**config.mk**
```make
export PLATFORM = sky130hd
export DESIGN_NAME = command_queue_ctrl
export DESIGN_NICKNAME = d
export VERILOG_FILES = /design/src/rtl/cmdq_pkg.sv /design/src/rtl/cmdq_sync_fifo.sv /design/src/rtl/command_queue_ctrl.sv
export SDC_FILE = /design/constraint.sdc
export NUM_CORES = 1
export LEC_CHECK = 0
export ABC_AREA = 1
export BUFFER_PORTS_ARGS = -buffer_cell sky130_fd_sc_hd__buf_2
export CAP_MARGIN = 20
export CELL_PAD_IN_SITES_DETAIL_PLACEMENT = 0
export CELL_PAD_IN_SITES_GLOBAL_PLACEMENT = 2
export CORE_AREA = 2 2 143 250
export DETAILED_ROUTE_END_ITERATION = 8
export DIE_AREA = 0 0 145 252
export PLACE_DENSITY_LB_ADDON = 0.05
export SYNTH_ARGS = -nofsm -noshare
export SYNTH_HDL_FRONTEND = slang
export SYNTH_HIERARCHICAL = 1
export SYNTH_SLANG_ARGS = --single-unit
```
**constraint.sdc**
```tcl
create_clock -name pipelineClk -period 5.29 [get_ports pipelineClk]
set_input_delay 0.529 -clock pipelineClk [delete_from_list [all_inputs] [get_ports pipelineClk]]
set_output_delay 0.529 -clock pipelineClk [all_outputs]
set_load 0.005 [all_outputs]
```
**src/rtl/cmdq_pkg.sv**
```systemverilog
// Shared command queue definitions: command type/target encodings and
// helpers that locate the type and target fields for a given command width.
package cmdq_pkg;

  localparam int TYPE_W = 2;
  localparam int TGT_W  = 3;

  typedef enum logic [TYPE_W-1:0] {
    CMD_RESET = 2'b00,
    CMD_READ  = 2'b01,
    CMD_WRITE = 2'b10,
    CMD_RSVD  = 2'b11
  } cmd_type_e;

  // Encodings above TGT_FLASH are unassigned targets.
  typedef enum logic [TGT_W-1:0] {
    TGT_ALL       = 3'd0,
    TGT_LAYER_HDR = 3'd1,
    TGT_RAM       = 3'd2,
    TGT_PALETTE   = 3'd3,
    TGT_FLASH     = 3'd4
  } cmd_target_e;

  function automatic int type_lsb(input int cmd_w);
    return cmd_w - TYPE_W;
  endfunction

  function automatic int tgt_lsb(input int cmd_w);
    return cmd_w - TYPE_W - TGT_W;
  endfunction

  function automatic logic is_block_type(input cmd_type_e t);
    return (t == CMD_READ) || (t == CMD_WRITE);
  endfunction

endpackage

```
**src/rtl/cmdq_sync_fifo.sv**
```systemverilog
// Synchronous FIFO with flush, occupancy level and same-cycle push/pop;
// a push while full is accepted only when a pop frees a slot that cycle.
module cmdq_sync_fifo #(
  parameter int WIDTH = 32,
  parameter int DEPTH = 8
) (
  input  logic                   clk_i,
  input  logic                   rst_ni,
  input  logic                   flush_i,
  input  logic                   push_i,
  input  logic [WIDTH-1:0]       wdata_i,
  input  logic                   pop_i,
  output logic [WIDTH-1:0]       rdata_o,
  output logic [$clog2(DEPTH):0] level_o,
  output logic                   full_o,
  output logic                   empty_o
);

  localparam int AW = $clog2(DEPTH);
  localparam logic [AW:0] FULL_COUNT = DEPTH[AW:0];

  logic [WIDTH-1:0] mem_q [DEPTH];
  logic [AW-1:0]    wr_ptr_q, wr_ptr_d;
  logic [AW-1:0]    rd_ptr_q, rd_ptr_d;
  logic [AW:0]      count_q, count_d;
  logic             do_push, do_pop;

  assign full_o  = (count_q == FULL_COUNT);
  assign empty_o = (count_q == '0);
  assign level_o = count_q;
  assign rdata_o = mem_q[rd_ptr_q];

  assign do_pop  = pop_i & ~empty_o;
  assign do_push = push_i & (~full_o | do_pop);

  always_comb begin
    wr_ptr_d = wr_ptr_q;
    rd_ptr_d = rd_ptr_q;
    count_d  = count_q;
    if (flush_i) begin
      wr_ptr_d = '0;
      rd_ptr_d = '0;
      count_d  = '0;
    end else begin
      if (do_push) wr_ptr_d = wr_ptr_q + 1'b1;
      if (do_pop)  rd_ptr_d = rd_ptr_q + 1'b1;
      case ({do_push, do_pop})
        2'b10:   count_d = count_q + 1'b1;
        2'b01:   count_d = count_q - 1'b1;
        default: count_d = count_q;
      endcase
    end
  end

  always_ff @(posedge clk_i) begin
    if (!rst_ni) begin
      wr_ptr_q <= '0;
      rd_ptr_q <= '0;
      count_q  <= '0;
    end else begin
      wr_ptr_q <= wr_ptr_d;
      rd_ptr_q <= rd_ptr_d;
      count_q  <= count_d;
    end
  end

  // Storage needs no reset: the pointers and count define what is valid.
  always_ff @(posedge clk_i) begin
    if (do_push && !flush_i) mem_q[wr_ptr_q] <= wdata_i;
  end

endmodule

```
**src/rtl/command_queue_ctrl.sv**
```systemverilog
// Host command front end: strobe synchroniser, optional illegal-command filter
// (CMDQ_ILLEGAL_FILTER_EN), command queue and registered GPU output stage with beat numbering.
module command_queue_ctrl
  import cmdq_pkg::*;
#(
  parameter int CMD_W  = 16,
  parameter int DATA_W = 16,
  parameter int DEPTH  = 8,
  parameter int BEAT_W = 8
) (
  input  logic                   pipelineClk,
  input  logic                   rst,
  input  logic                   chipSelect,
  input  logic                   commandClk,
  input  logic [CMD_W-1:0]       inputCommand,
  input  logic [DATA_W-1:0]      dataIn,
  input  logic                   gpuBusy,
  output logic                   gpuValid,
  output logic [CMD_W-1:0]       gpuCommand,
  output logic [DATA_W-1:0]      gpuData,
  output logic [BEAT_W-1:0]      gpuBeat,
  output logic [$clog2(DEPTH):0] fifoLevel,
  output logic                   overflow,
  output logic                   illegal
);

  localparam int TYPE_LSB = type_lsb(CMD_W);
  localparam int ENTRY_W  = CMD_W + DATA_W;

  // Strobe synchroniser (s1, s2) and edge-detect delay flop (s3).
  logic s1_q, s2_q, s3_q;

  always_ff @(posedge pipelineClk) begin
    if (!rst) begin
      s1_q <= 1'b0;
      s2_q <= 1'b0;
      s3_q <= 1'b0;
    end else begin
      s1_q <= commandClk;
      s2_q <= s1_q;
      s3_q <= s2_q;
    end
  end

  logic      capture, cap_illegal, cap_reset, fifo_push;
  cmd_type_e cap_type;

  assign capture  = s2_q & ~s3_q & ~chipSelect;
  assign cap_type = cmd_type_e'(inputCommand[TYPE_LSB +: TYPE_W]);

`ifdef CMDQ_ILLEGAL_FILTER_EN
  localparam int TGT_LSB = tgt_lsb(CMD_W);
  logic [TGT_W-1:0] cap_tgt;
  assign cap_tgt     = inputCommand[TGT_LSB +: TGT_W];
  assign cap_illegal = capture & ((cap_type == CMD_RSVD) | (cap_tgt > TGT_FLASH));
`else
  assign cap_illegal = 1'b0;
`endif

  // A reset command bypasses the queue and goes straight to the output stage.
  assign cap_reset = capture & ~cap_illegal & (cap_type == CMD_RESET);
  assign fifo_push = capture & ~cap_illegal & ~cap_reset;

  // Output stage and consumed-command history.
  logic              valid_q, valid_d;
  logic [CMD_W-1:0]  cmd_q, cmd_d;
  logic [DATA_W-1:0] data_q, data_d;
  logic [BEAT_W-1:0] beat_q, beat_d;
  logic              hist_valid_q, hist_valid_d;
  logic [CMD_W-1:0]  hist_cmd_q, hist_cmd_d;
  logic [BEAT_W-1:0] hist_beat_q, hist_beat_d;
  logic              ovf_q, ovf_d;
  logic              ill_q, ill_d;

  // Handshake: the stage transfers on any cycle with gpuValid=1 and gpuBusy=0;
  // otherwise it holds command, data and beat unchanged.
  logic consume, stage_free, fifo_pop;
  logic fifo_full, fifo_empty;
  logic [ENTRY_W-1:0] fifo_rdata;
  logic [CMD_W-1:0]   head_cmd;
  logic [DATA_W-1:0]  head_data;
  cmd_type_e          head_type;

  assign consume    = valid_q & ~gpuBusy;
  assign stage_free = ~valid_q | consume;
  assign fifo_pop   = stage_free & ~fifo_empty & ~cap_reset;
  assign {head_cmd, head_data} = fifo_rdata;
  assign head_type  = cmd_type_e'(head_cmd[TYPE_LSB +: TYPE_W]);

  cmdq_sync_fifo #(
    .WIDTH (ENTRY_W),
    .DEPTH (DEPTH)
  ) u_fifo (
    .clk_i   (pipelineClk),
    .rst_ni  (rst),
    .flush_i (cap_reset),
    .push_i  (fifo_push),
    .wdata_i ({inputCommand, dataIn}),
    .pop_i   (fifo_pop),
    .rdata_o (fifo_rdata),
    .level_o (fifoLevel),
    .full_o  (fifo_full),
    .empty_o (fifo_empty)
  );

  // The command leaving the stage this cycle counts as the last consumed one.
  logic              ref_valid;
  logic [CMD_W-1:0]  ref_cmd;
  logic [BEAT_W-1:0] ref_beat, next_beat;

  always_comb begin
    ref_valid = consume ? 1'b1   : hist_valid_q;
    ref_cmd   = consume ? cmd_q  : hist_cmd_q;
    ref_beat  = consume ? beat_q : hist_beat_q;
    next_beat = '0;
    if (ref_valid && is_block_type(head_type) && (head_cmd == ref_cmd))
      next_beat = ref_beat + 1'b1;
  end

  always_comb begin
    valid_d     = valid_q;
    cmd_d       = cmd_q;
    data_d      = data_q;
    beat_d      = beat_q;
    hist_valid_d = hist_valid_q;
    hist_cmd_d  = hist_cmd_q;
    hist_beat_d = hist_beat_q;
    ovf_d       = ovf_q | (fifo_push & fifo_full & ~fifo_pop);
    ill_d       = ill_q | cap_illegal;
    if (consume) begin
      hist_valid_d = 1'b1;
      hist_cmd_d   = cmd_q;
      hist_beat_d  = beat_q;
    end
    if (cap_reset) begin
      valid_d      = 1'b1;
      cmd_d        = inputCommand;
      data_d       = dataIn;
      beat_d       = '0;
      hist_valid_d = 1'b0;
      ovf_d        = 1'b0;
      ill_d        = 1'b0;
    end else if (fifo_pop) begin
      valid_d = 1'b1;
      cmd_d   = head_cmd;
      data_d  = head_data;
      beat_d  = next_beat;
    end else if (consume) begin
      valid_d = 1'b0;
    end
  end

  always_ff @(posedge pipelineClk) begin
    if (!rst) begin
      valid_q      <= 1'b0;
      cmd_q        <= '0;
      data_q       <= '0;
      beat_q       <= '0;
      hist_valid_q <= 1'b0;
      hist_cmd_q   <= '0;
      hist_beat_q  <= '0;
      ovf_q        <= 1'b0;
      ill_q        <= 1'b0;
    end else begin
      valid_q      <= valid_d;
      cmd_q        <= cmd_d;
      data_q       <= data_d;
      beat_q       <= beat_d;
      hist_valid_q <= hist_valid_d;
      hist_cmd_q   <= hist_cmd_d;
      hist_beat_q  <= hist_beat_d;
      ovf_q        <= ovf_d;
      ill_q        <= ill_d;
    end
  end

  assign gpuValid   = valid_q;
  assign gpuCommand = cmd_q;
  assign gpuData    = data_q;
  assign gpuBeat    = beat_q;
  assign overflow   = ovf_q;
  assign illegal    = ill_q;

endmodule

```
==> Yosys cells after proc, flatten, opt, wreduce, memory -nomap -nowiden <==
Memory sizes are Yosys's and may differ from the RTL's. A register that Yosys moved wholly into a read port is not among the register bits.
Index checks and enable logic that the tools add are counted.
{ "word_totals": {"mem_count": 1, "output_inout_bits": 47, "reg_bits": 80, "wordCells": 76, "in_bits": 37, "ramBits": 256} }
{ "memory_table": {"columns": ["name", "words", "word_bits", "read_ports", "rd_ports_with_merged_regs", "write_ports", "line", "source"], "rows": [
  ["u_fifo.mem_q", 8, 32, 1, 1, 1, "cmdq_sync_fifo.sv:22", "logic [WIDTH-1:0] mem_q [DEPTH];"]
]} }
{ "classes": {"bitwise": 23, "n_reduce_logical": 11, "n_addsub": 5, "n_eq_ne": 6, "muxes": 16} }
{ "op_table": {"columns": ["op", "n"], "rows": [
  ["2-to-1 mux 16 bit", 5],
  ["equality test 16 bit", 1],
  ["2-to-1 mux 8 bit", 2],
  ["AND 1 bit", 11],
  ["inverter 1 bit", 9],
  ["adder 8 x 1 -> 8 bit, second input constant", 1],
  ["one-hot mux 4 bit (2 select lines)", 1],
  ["adder 3 x 1 -> 3 bit, second input constant", 2],
  ["2-to-1 mux 1 bit", 6],
  ["2-to-1 mux 3 bit", 2],
  ["adder 4 x 1 -> 4 bit, second input constant", 1],
  ["equality test 2 x 1 -> 1 bit, second input constant", 2],
  ["equality test 2 bit, second input constant", 2],
  ["equality test 4 bit, second input constant", 1],
  ["zero test 4 bit", 1],
  ["nonzero test 2 bit", 2],
  ["subtractor 4 x 1 -> 4 bit, second input constant", 1],
  ["logical AND 1 bit", 3],
  ["bitwise OR 1 bit", 3],
  ["nonzero test 3 bit", 1],
  ["zero test 2 bit", 1],
  ["OR reduction 2 bit", 1],
  ["zero test 1 bit", 1],
  ["logical OR 1 bit", 1]
]} }

==> Depth between registers and ports, before layout <==
Gate-level depths: netlist of run 1.
{ "depth": {"depth_word": 12, "mapped_depth": 17, "ltp_nobuf": 15} }

==> Modules after synthesis <==
The synthesis of run 1 kept the hierarchy.
{ "by_module_without_submodules": {"columns": ["module", "area_per_inst_um2", "cells_per_inst", "n_inst"], "rows": [
  ["cmdq_sync_fifo", 10553.9, 748, 1],
  ["command_queue_ctrl", 3414.5, 508, 1]
]} }

==> Least setup slack after synthesis of run 1 <==
OpenSTA, ideal clock, no wires.
{ "synth_path": {"kind": "in2reg", "from": "input gpuBusy", "to": "memory u_fifo.mem_q[4][0], enable pin", "t_required_ps": 4829, "arrival_time_ps": 3893, "stages": 12, "path_buffers": 1, "path_slack_ps": 935, "cell_sequence": "nand2_1 > inv_1 > nor2_2 > inv_1 > nor2_1 > buf_2 > inv_1 > nand4_1 > nand2_1 > inv_1 > nand2_1 > nor3_1"} }
{ "synth_between": {"elab_chain_cells": 11} }
{ "synth_rtl": {"columns": ["item", "line", "source"], "rows": [
  ["start, declared", "command_queue_ctrl.sv:17", "input logic gpuBusy,"],
  ["inverter 1 bit", "command_queue_ctrl.sv:84", "assign consume = valid_q & ~gpuBusy;"],
  ["AND 1 bit", "command_queue_ctrl.sv:84", null],
  ["bitwise OR 1 bit", "command_queue_ctrl.sv:85", "assign stage_free = ~valid_q | consume;"],
  ["AND 1 bit (2 in series)", "command_queue_ctrl.sv:86", "assign fifo_pop = stage_free & ~fifo_empty & ~cap_reset;"],
  ["via fifo_pop", "command_queue_ctrl.sv:77", "logic consume, stage_free, fifo_pop;"],
  ["AND 1 bit", "cmdq_sync_fifo.sv:33", "assign do_pop = pop_i & ~empty_o;"],
  ["bitwise OR 1 bit", "cmdq_sync_fifo.sv:34", "assign do_push = push_i & (~full_o | do_pop);"],
  ["AND 1 bit", "cmdq_sync_fifo.sv:34", null],
  ["logical AND 1 bit", "cmdq_sync_fifo.sv:69", "if (do_push && !flush_i) mem_q[wr_ptr_q] <= wdata_i;"],
  ["2-to-1 mux 1 bit", "cmdq_sync_fifo.sv:69", null],
  ["2-to-1 mux 1 bit (implied by the code)", "cmdq_sync_fifo.sv:69", null],
  ["end, declared", "cmdq_sync_fifo.sv:22", null]
]} }
The timed path passes the listed nets, and every way through them passes these cells.

==> Final worst setup path of run 1 <==
{ "layout_path": {"from": "register valid_q, in the netlist gpuValid", "to": "memory u_fifo.mem_q[5][13], enable pin"} }
{ "layout_between": {"elab_chain_cells": 10, "word_cells_on_any_way": 11} }
{ "layout_rtl": {"columns": ["item", "line", "source"], "rows": [
  ["start, declared", "command_queue_ctrl.sv:65", "logic valid_q, valid_d;"],
  ["start signal, assigned", "command_queue_ctrl.sv:165", "valid_q <= valid_d;"],
  ["AND 1 bit or inverter 1 bit (tied branches)", "command_queue_ctrl.sv:84, command_queue_ctrl.sv:85", null],
  ["bitwise OR 1 bit (*)", "command_queue_ctrl.sv:85", null],
  ["AND 1 bit (*) (2 in series)", "command_queue_ctrl.sv:86", null],
  ["AND 1 bit (*)", "cmdq_sync_fifo.sv:33", null],
  ["bitwise OR 1 bit (*)", "cmdq_sync_fifo.sv:34", null],
  ["AND 1 bit (*)", "cmdq_sync_fifo.sv:34", null],
  ["logical AND 1 bit (*)", "cmdq_sync_fifo.sv:69", null],
  ["2-to-1 mux 1 bit (*)", "cmdq_sync_fifo.sv:69", null],
  ["2-to-1 mux 1 bit (implied by the code) (*)", "cmdq_sync_fifo.sv:69", null]
]} }
Mark *: on every way between the ends. The rest lies on a longest branch, timed or not.

==> impl_metrics.tcl, run 1 <==
set metrics [dict create \
    status "completed" \
    dpl_cell_area_mm2 0.0148 \
    pwr-share-comb_pct 13.8 \
    rr_worst_depth 12 \
    max_freq_mhz 299 \
    period_minus_slack_ns 3.35 \
    dp_hpwl_um 21900 \
    viasPerCell 5.10 \
    path_clk_slew_ns 0.06 \
    place_inst 1758 \
    finalWorstSetupSlack_ns 1.94 \
    grt_overflow 0 \
    skew_ns 0.0133 \
    final-hold-violation-count 0 \
    ir_drop_v 0.000290 \
    cts_hold_buf 0 \
    row_count 90 \
    vias 9283 \
    crit_end "u_fifo/mem_q[5][13]" \
    area_growth_pct 15.2 \
    synth.top_cells.by_count "nand2_1, edfxtp_1, nor2_1" \
    ys_async_sr_fraction_pct 0 \
    tns_ns 0 \
    required_ns 5.51 \
    power_density_mw_per_mm2 414 \
    relSlewSlack_pct 32.9 \
    r2r-start "gpuValid" \
    place_congestion 0.748 \
    hold_class "primary input to flop" \
    synth-seq-cells 339 \
    crit_start "gpuValid" \
    nFillCells 3254 \
    cp.arrival_ns 3.57 \
    synth_top_area_cell "edfxtp_1" \
    start_util_pct 40.7 \
    cp_max_fo 21 \
    place_ws_ns 1.80 \
    final_area_mm2 0.0161 \
    drtIter0Drc 546 \
    seqPwrFrac_pct 45.8 \
    end_kind "flop" \
    cp-start-kind "flop" \
    ys_types 41 \
    r2r_slack_ns 1.94 \
    power_uw 6670 \
    ant_nets 0 \
    first_pass_iters 4 \
    rsz0062_at_grt "false" \
    syn_area_per_cell_um2 11.1 \
    post_cts_resized 0 \
    core_region_area_mm2 0.0343 \
    reg2reg_to "u_fifo/mem_q[5][13]" \
    drive_gt1_share_pct 14.0 \
    h-tree-depth 2 \
    synthCells 1256 \
    fin_nets 1377 \
    port_buffers 82 \
    grt_usage_pct 20.0 \
    cts.sinks 339 \
    drc 0 \
    fp.dieH_um 252 \
    clockBufferDepth 3 \
    synth_top_cell_area_share_pct 55.0 \
    syn_nets 1299 \
    swShare_pct 26.0 \
    drv_slew 0 \
    cts_made_buffers 34 \
    post-cts-setup-buffers 0 \
    grt_pass1_vias 9475 \
    power.clock.fraction_pct 40.4 \
    grt_max_degree 68 \
    maxCapViolCount 0 \
    totalWireLength_um 36400 \
    clk_latency_ns 0.52 \
    num_io_pins 84 \
    die_x_um 145 \
    p_int_uw 4940 \
    antenna_found_initial 0 \
    n_antenna_cell 0 \
    synth_area_leaders "edfxtp_1, dfxtp_1, nand2_1, mux2i_1, o21ai_0" \
    critical_path_class "flop to flop" \
    yosysMostFrequentCell "nand2_1" \
    yosysWarnings 6 \
    cts_tree "yes" \
    root_buffer "clkbuf_16" \
    syn_area_mm2 0.0140 \
    period_share_pct 63.3 \
    ys_seq_area_share_pct 66.9 \
    setup_viol 0 \
    stdcell_count 1820 \
    tightest_slew_ns 1.00 \
    synthFlopType "edfxtp_1" \
    dieArea_mm2 0.0365 \
    leakagePower_uw 0.00593 \
    grt_pass1_wl_um 56000 \
    p_sw_uw 1730 \
    drt-wirelength-per-cell_um 20.0 \
    synth_edf_count 256 \
]
## logic make-up after synthesis
kind of cell / synth area share (%)
simple gates: 13.9
flops: 66.9
compound gates: 8.65
buf+inv: 5.04
mux: 4.59
fa+ha+maj: 0.591
xor+xnor: 0.251
other cells: 0.0268
## sequential cells by signal, summed over array words and instances, names as in the netlist, named ones only
| name | cells |
|---|---|
| gpuBeat | 8 |
| u_fifo/level_o | 4 |
| hist_cmd_q | 16 |
| u_fifo/wr_ptr_q | 3 |
| s3_q | 1 |
| u_fifo/mem_q | 256 |
| s2_q | 1 |
| overflow | 1 |
| s1_q | 1 |
| gpuData | 16 |
| gpuValid | 1 |
| hist_valid_q | 1 |
| hist_beat_q | 8 |
| u_fifo/rd_ptr_q | 3 |
| gpuCommand | 16 |
## placed cells by master, fill, tap and decap left out, drive strengths merged
master and instances:
a21oi 29, a22o 3, a31oi 17, and2 1, buf 104, bufinv 7
clkbuf 47, clkinv 11, conb 1, dfxtp 83, edfxtp 256, fa 1
ha 5, inv 90, mux2i 64, nand2 294, nand3 42, nand4 12
nor2 118, nor3 4, nor4 1, o211ai 4, o21a 1, o21ai 90
o221ai 4, o22ai 64, or2 3, xor2 4
## how the worst min path moves through the flow
stage,endpoint,start,cells past startpoint,slack [ns]
detailed placement,s2_q,s1_q,2,0.41
CTS,s1_q,commandClk,3,0.17
floorplan,s2_q,s1_q,2,0.39
global placement,s2_q,s1_q,2,0.39
finish,s1_q,commandClk,3,0.19
global route,s1_q,commandClk,3,0.19
## critical path: stages (launching register included)
cell	delay (ns)
dfxtp_1	0.52
nand2_1	0.14
inv_1	0.06
nor2_2	0.21
inv_1	0.13
nor2_4	0.14
inv_1	0.05
nand4_1	0.08
nand2_1	0.12
inv_1	0.12
nand3_1	0.30
nor2_4	0.88
buf_4	0.32
## final cells by class
| type | count | area [um^2] | area share [%] |
|---|---|---|---|
| Sequential cell | 339 | 9360 | 58.1 |
| Multi-Input combinational cell | 762 | 3970 | 24.7 |
| Clock buffer | 47 | 1010 | 6.30 |
| Timing Repair Buffer | 104 | 576 | 3.58 |
| Tap cell | 460 | 576 | 3.58 |
| Inverter | 93 | 353 | 2.19 |
| Clock inverter | 15 | 250 | 1.55 |
## per-stage QoR
step	utilization [%]	hold slack [ns]
4_1_cts	46.9	0.165
2_1_floorplan	-	0.390
3_3_place_gp	43.2	0.394
3_5_place_dp	43.2	0.407
6_report	46.9	0.193
5_1_grt	46.9	0.188
## routing by layer
| metal | vias up | routed length, um | GRT usage (%) |
|---|---|---|---|
| met3 | 48 | 1170 | 2.42 |
| met1 | 4540 | 14900 | 23.6 |
| met5 | - | 0 | 0 |
| met4 | 0 | 867 | 6.31 |
| met2 | 164 | 19400 | 37.7 |
| li1 | 4531 | - | - |
## power groups by stage
stage	Clock, uW	Combinational, uW	Sequential (uW)
2_1_floorplan	0	643	3060
3_3_place_gp	0	942	3110
3_5_place_dp	0	943	3110
4_1_cts	2770	945	3060
5_1_grt	2860	1050	3070
6_report	2700	920	3050
Note: power is estimated with default switching activity, not from simulation.
==> run 2, diff against run 1 <==
- CORE_AREA: 2 2 143 250 -> 2 2 150 263
- DIE_AREA: 0 0 145 252 -> 0 0 152 265
- clock period: 5.29 -> 3 ns (I/O delays scaled with it)
==> run 2 against run 1 <==
Net effect:
- sequential cell count unchanged
- sequential share of layout area down 1.3 points
- worst setup slack worse by 1.6 ns
- first-iteration DRC count down 9.2%
- register-to-register slack worse by 1.6 ns
- global-route usage down 1.3 points
- sequential power up 75%
- highest routed layer unchanged
==> impl_metrics.tcl, run 2 (synthesized netlist as in run 1, its figures left out) <==
set metrics [dict create \
    status "completed" \
    ant_nets 0 \
    swShare_pct 26.6 \
    power.clock.fraction_pct 39.1 \
    critical_path_class "flop to flop" \
    worstHoldStart "inputCommand[14]" \
    period_minus_slack_ns 2.66 \
    n_antenna_cell 0 \
    cts.sinks 339 \
    drt-wirelength-per-cell_um 20.0 \
    crit_cells 16 \
    clockBufferDepth 3 \
    drtIter0Drc 496 \
    cp-start-kind "flop" \
    root_buffer "clkbuf_16" \
    rr_worst_depth 16 \
    worst_path_largest_cell_delay_ns 0.34 \
    path_delay_family "simple AND/OR/NAND/NOR gates" \
    power_density_mw_per_mm2 710 \
    path_cells "nor2_1, nand2_1, inv_1, nor2_2, inv_1, nor2_4, buf_8, nand3_1, inv_1, ha_1, a21oi_1, nand3_1, nand2_1, nand3_1, nand2_1, nor2_1" \
    die_x_um 152 \
    r2r_slack_ns 0.34 \
    skew_ns 0.0217 \
    path_clk_slew_ns 0.06 \
    antenna_found_initial 0 \
    period_share_pct 88.5 \
    relSlewSlack_pct 56.2 \
    num_io_pins 84 \
    rsz0062_at_grt "false" \
    seqPwrFrac_pct 45.6 \
    place_congestion 0.799 \
    cts_tree "yes" \
    max_freq_mhz 377 \
    pwr-share-comb_pct 15.3 \
    setup_viol 0 \
    crit_start "u_fifo/level_o[0]" \
    nFillCells 3698 \
    cp_max_fo 31 \
    first_pass_iters 4 \
    vias 9303 \
    p_int_uw 8590 \
    end_kind "flop" \
    grt_usage_pct 18.7 \
    regMostFlops "u_fifo/mem_q" \
    cts_made_buffers 35 \
    final-hold-violation-count 0 \
    area_growth_pct 17.8 \
    critPathSlowestCell "dfxtp_1" \
    ir_drop_v 0.000402 \
    crit_end "u_fifo/level_o[3]" \
    crit_buf_inv 4 \
    p_sw_uw 3110 \
    grt_pass1_wl_um 57600 \
    grt_pass1_vias 9767 \
    dieArea_mm2 0.0403 \
    dp_hpwl_um 24500 \
    required_ns 3.41 \
    port_buffers 82 \
    totalWireLength_um 37500 \
    grt_overflow 0 \
    drc 0 \
    maxCapViolCount 0 \
    fp.dieH_um 265 \
    grt_max_degree 48 \
    tns_ns 0 \
    power_uw 11700 \
    fin_nets 1408 \
    leakagePower_uw 0.00609 \
    hold_class "primary input to flop" \
    h-tree-depth 2 \
    reg2reg_to "u_fifo/level_o[3]" \
    final_area_mm2 0.0165 \
    finalWorstSetupSlack_ns 0.344 \
    r2r-start "u_fifo/level_o[0]" \
    row_count 95 \
    dpl_cell_area_mm2 0.0152 \
    clk_latency_ns 0.52 \
    drive_gt1_share_pct 15.6 \
    layout_commonest_cell "nand2_1" \
    layout_common_cells "nand2_1, edfxtp_1, nor2_1" \
    drv_slew 0 \
    place_ws_ns 0.173 \
    cp.arrival_ns 3.07 \
    start_util_pct 36.6 \
    tightest_slew_ns 0.657 \
    largest_reg_flops 256 \
    viasPerCell 4.96 \
    core_region_area_mm2 0.0382 \
]
-- run 2: power by group through the flow --
stage | Sequential, uW | Clock (uW) | Combinational, uW
floorplan | 5390 | 0 | 1130
CTS | 5340 | 4720 | 1820
global placement | 5440 | 0 | 1820
global route | 5350 | 4850 | 2030
detailed placement | 5440 | 0 | 1820
finish | 5330 | 4570 | 1790
-- run 2: routing by layer --
layer	wire length, um	track usage [%]	vias up
met3	1360	2.42	61
li1	-	-	4597
met5	0	0	-
met4	1150	6.62	0
met1	14100	20.3	4470
met2	20900	36.7	175
-- run 2: cell type report --
class	count	area, um^2	share of cell area (%)
Sequential cell	339	9360	56.8
Inverter	93	352	2.14
Clock buffer	46	960	5.83
Clock inverter	17	239	1.45
Multi-Input combinational cell	762	4000	24.3
Timing Repair Buffer	134	948	5.76
Tap cell	485	607	3.69
-- run 2: repair_timing --
| item | in CTS | in global routing |
|---|---|---|
| hold endpoints to repair | 1 | 0 |
| endpoints found under the setup margin | 0 | 12 |
| setup buffers | 0 | 5 |
| hold buffers | 1 | 0 |
| gates resized for setup | 0 | 3 |
-- run 2: how the worst min path moves through the flow --
stage,to,cells after the start,slack (ns)
detailed placement,s3_q,2,0.42
floorplan,s2_q,2,0.39
finish,u_fifo/mem_q[6][30],1,0.09
global placement,s3_q,2,0.41
CTS,u_fifo/mem_q[7][31],1,0.05
global route,u_fifo/mem_q[6][31],1,0.09
-- run 2: through the flow --
step,utilization [%],instances,hold slack (ns)
2_1_floorplan,-,1256,0.390
3_3_place_gp,39.8,1807,0.414
3_5_place_dp,39.8,1807,0.419
4_1_cts,43.0,1871,0.0491
5_1_grt,43.1,1876,0.0890
6_report,43.1,1876,0.0860
-- run 2: worst reg2reg max path: cells and delay by family, from the launching register on --
family                     cells  cell delay (ns)
AOI/OAI and AO/OA              1             0.19
adders and majority gates      1             0.27
buffers and inverters          4             0.59
DFF                            1             0.34
and+or+nand+nor               10             1.17
==> run 3, diff against run 2 <==
- ABC_AREA: 1 -> not set
- CORE_AREA: 2 2 150 263 -> 2 2 143 249
- DIE_AREA: 0 0 152 265 -> 0 0 145 251
==> run 3 against run 2 <==
Net effect:
- maximum frequency fell by 6.4%
- clock-buffer cell count did not move
- register-to-register slack got worse by 0.18 ns
- via count fell by 16%
- utilization rose by 4.4 points
- design area fell by 0.75%
- non-clock buffer count fell by 4
- worst hold slack got worse by 0.0022 ns
- critical path type unchanged
- critical endpoint unchanged
==> impl_metrics.tcl, run 3 <==
set metrics [dict create \
    status "completed" \
    relSlewSlack_pct 39.2 \
    hold_class "primary input to flop" \
    stdcell_count 1470 \
    fp.dieH_um 251 \
    yosysMostFrequentCell "edfxtp_1" \
    post-route-util_pct 47.6 \
    syn_area_per_cell_um2 16.0 \
    power_density_mw_per_mm2 577 \
    register_area_mm2 0.00937 \
    synth_top_cell_area_share_pct 55.4 \
    regMostFlops "u_fifo/mem_q" \
    cts_made_buffers 34 \
    period_share_pct 94.6 \
    drt-wirelength-per-cell_um 23.4 \
    first_pass_iters 4 \
    largest_reg_flops 256 \
    layout_common_cells "edfxtp_1, nand2_1, buf_2" \
    ys_async_sr_fraction_pct 0 \
    dieArea_mm2 0.0364 \
    antenna_found_initial 1 \
    synth_top_area_cell "edfxtp_1" \
    end_kind "flop" \
    grt_pass1_wl_um 52600 \
    place_ws_ns -0.0574 \
    place_congestion 0.795 \
    synthCells 866 \
    p_sw_uw 1870 \
    start_util_pct 40.4 \
    clockBufferDepth 3 \
    critical_path_class "flop to flop" \
    drtIter0Drc 376 \
    drive_gt1_share_pct 27.7 \
    p_int_uw 7560 \
    clk_latency_ns 0.52 \
    viasPerCell 5.34 \
    syn_nets 909 \
    finalWorstSetupSlack_ns 0.162 \
    cp-start-kind "flop" \
    place_inst 1399 \
    power.clock.fraction_pct 44.3 \
    power_uw 9430 \
    final-hold-violation-count 0 \
    multi_input_area_mm2 0.00433 \
    path_clk_slew_ns 0.06 \
    num_io_pins 84 \
    ys_types 62 \
    vias 7856 \
    port_buffers 82 \
    core_region_area_mm2 0.0343 \
    cts_tree "yes" \
    grt_pass1_vias 8541 \
    nFillCells 3037 \
    seqPwrFrac_pct 53.6 \
    setup_viol 0 \
    area_growth_pct 17.8 \
    cp.arrival_ns 3.22 \
    tightest_slew_ns 0.908 \
    grt_usage_pct 19.1 \
    synth.top_cells.by_count "edfxtp_1, nand2_1, dfxtp_1" \
    drv_slew 0 \
    max_freq_mhz 352 \
    root_buffer "clkbuf_16" \
    grt_max_degree 64 \
    synth_area_leaders "edfxtp_1, dfxtp_1, mux4_2, mux4_1, nand2_1" \
    die_x_um 145 \
    period_minus_slack_ns 2.84 \
    skew_ns 0.0157 \
    fin_nets 1026 \
    synth-seq-cells 339 \
    h-tree-depth 2 \
    ant_nets 0 \
    row_count 90 \
    pwr-share-comb_pct 2.1 \
    syn_area_mm2 0.0139 \
    swShare_pct 19.8 \
    grt_overflow 0 \
    cts.sinks 339 \
    maxCapViolCount 0 \
    totalWireLength_um 34500 \
    dp_hpwl_um 22600 \
    leakagePower_uw 0.00555 \
    drc 0 \
    layout_commonest_cell "edfxtp_1" \
    required_ns 3.38 \
    synth_edf_count 256 \
    ys_seq_area_share_pct 67.4 \
    ir_drop_v 0.000412 \
    yosysWarnings 6 \
    synthFlopType "edfxtp_1" \
    cp_max_fo 7 \
]
[run 3: what timing repair did]
item	4_1_cts	5_1_grt
buffers inserted	4	3
gates resized for setup	0	10
pin swaps	0	3
cloned	0	0
endpoints found under the hold margin	1	0
hold buffers	1	0
endpoints found under the setup margin	1	51
[run 3: worst max-delay path, cell delays in order (launching register included)]
cell,delay [ns]
dfxtp_1,0.30
or3b_4,0.39
or3_2,0.43
inv_1,0.09
nor2_1,0.06
buf_4,0.17
o21ai_4,0.08
nand2b_4,0.16
inv_1,0.08
ha_4,0.30
nand3_2,0.12
a211oi_2,0.28
nand3b_1,0.15
a31oi_1,0.08
[run 3: final timing paths]
kind / start / to / slack [ns] / depth (start not counted)
setup / recovery: s3_q / u_fifo/level_o[3] / 0.16 / 13
hold reg to reg: s1_q / s2_q / 0.43 / 1
setup reg to reg: s3_q / u_fifo/level_o[3] / 0.16 / 13
hold / removal: dataIn[11] / u_fifo/mem_q[2][11] / 0.08 / 1
[run 3: per-stage QoR]
| step | TNS (ns) | hold WS [ns] | area [um^2] |
|---|---|---|---|
| 2_1_floorplan | -14.87 | 0.399 | 14000 |
| 3_3_place_gp | -0.611 | 0.415 | 15100 |
| 3_5_place_dp | -2.35 | 0.419 | 15100 |
| 4_1_cts | 0 | 0.0641 | 16200 |
| 5_1_grt | -0.00802 | 0.0839 | 16300 |
| 6_report | 0 | 0.0838 | 16300 |
[run 3: layout make-up]
cell class                 count  area share [%]
clock inverter                15           0.919
sequential                   339            57.3
clock buffer                  46            5.74
timing repair buffer         130            5.65
inverter                      12           0.276
antenna                        2          0.0306
tap                          460            3.52
multi-input combinational    466            26.5
[run 3: cells by family (layout without fill, tap and decap cells)]
group / Yosys count / count (layout) / synth area share (%)
AO/OA/AOI/OAI: 89 / 89 / 4.86
XOR/XNOR: 25 / 25 / 1.58
AND/OR/NAND/NOR: 231 / 231 / 7.40
adder cells (fa/ha/maj): 6 / 6 / 0.596
buffers and inverters: 61 / 203 / 2.54
multiplexers: 114 / 114 / 15.6
other: 1 / 3 / 0.0270
flip-flops: 339 / 339 / 67.4
[run 3: power by group through the flow]
| stage | sequential, uW | clock (uW) | combinational (uW) |
|---|---|---|---|
| 6_report | 5060 | 4180 | 195 |
| 5_1_grt | 5060 | 4470 | 214 |
| 4_1_cts | 5060 | 4310 | 200 |
| 3_5_place_dp | 5160 | 0 | 198 |
| 3_3_place_gp | 5160 | 0 | 192 |
| 2_1_floorplan | 5160 | 0 | 69.1 |
[run 3: metal layers]
metal | GRT usage, % | part of all wire, %
met5 | 0 | 0
met2 | 36.6 | 56
met1 | 21.9 | 39
met4 | 5.83 | 2.3
met3 | 2.70 | 3.3
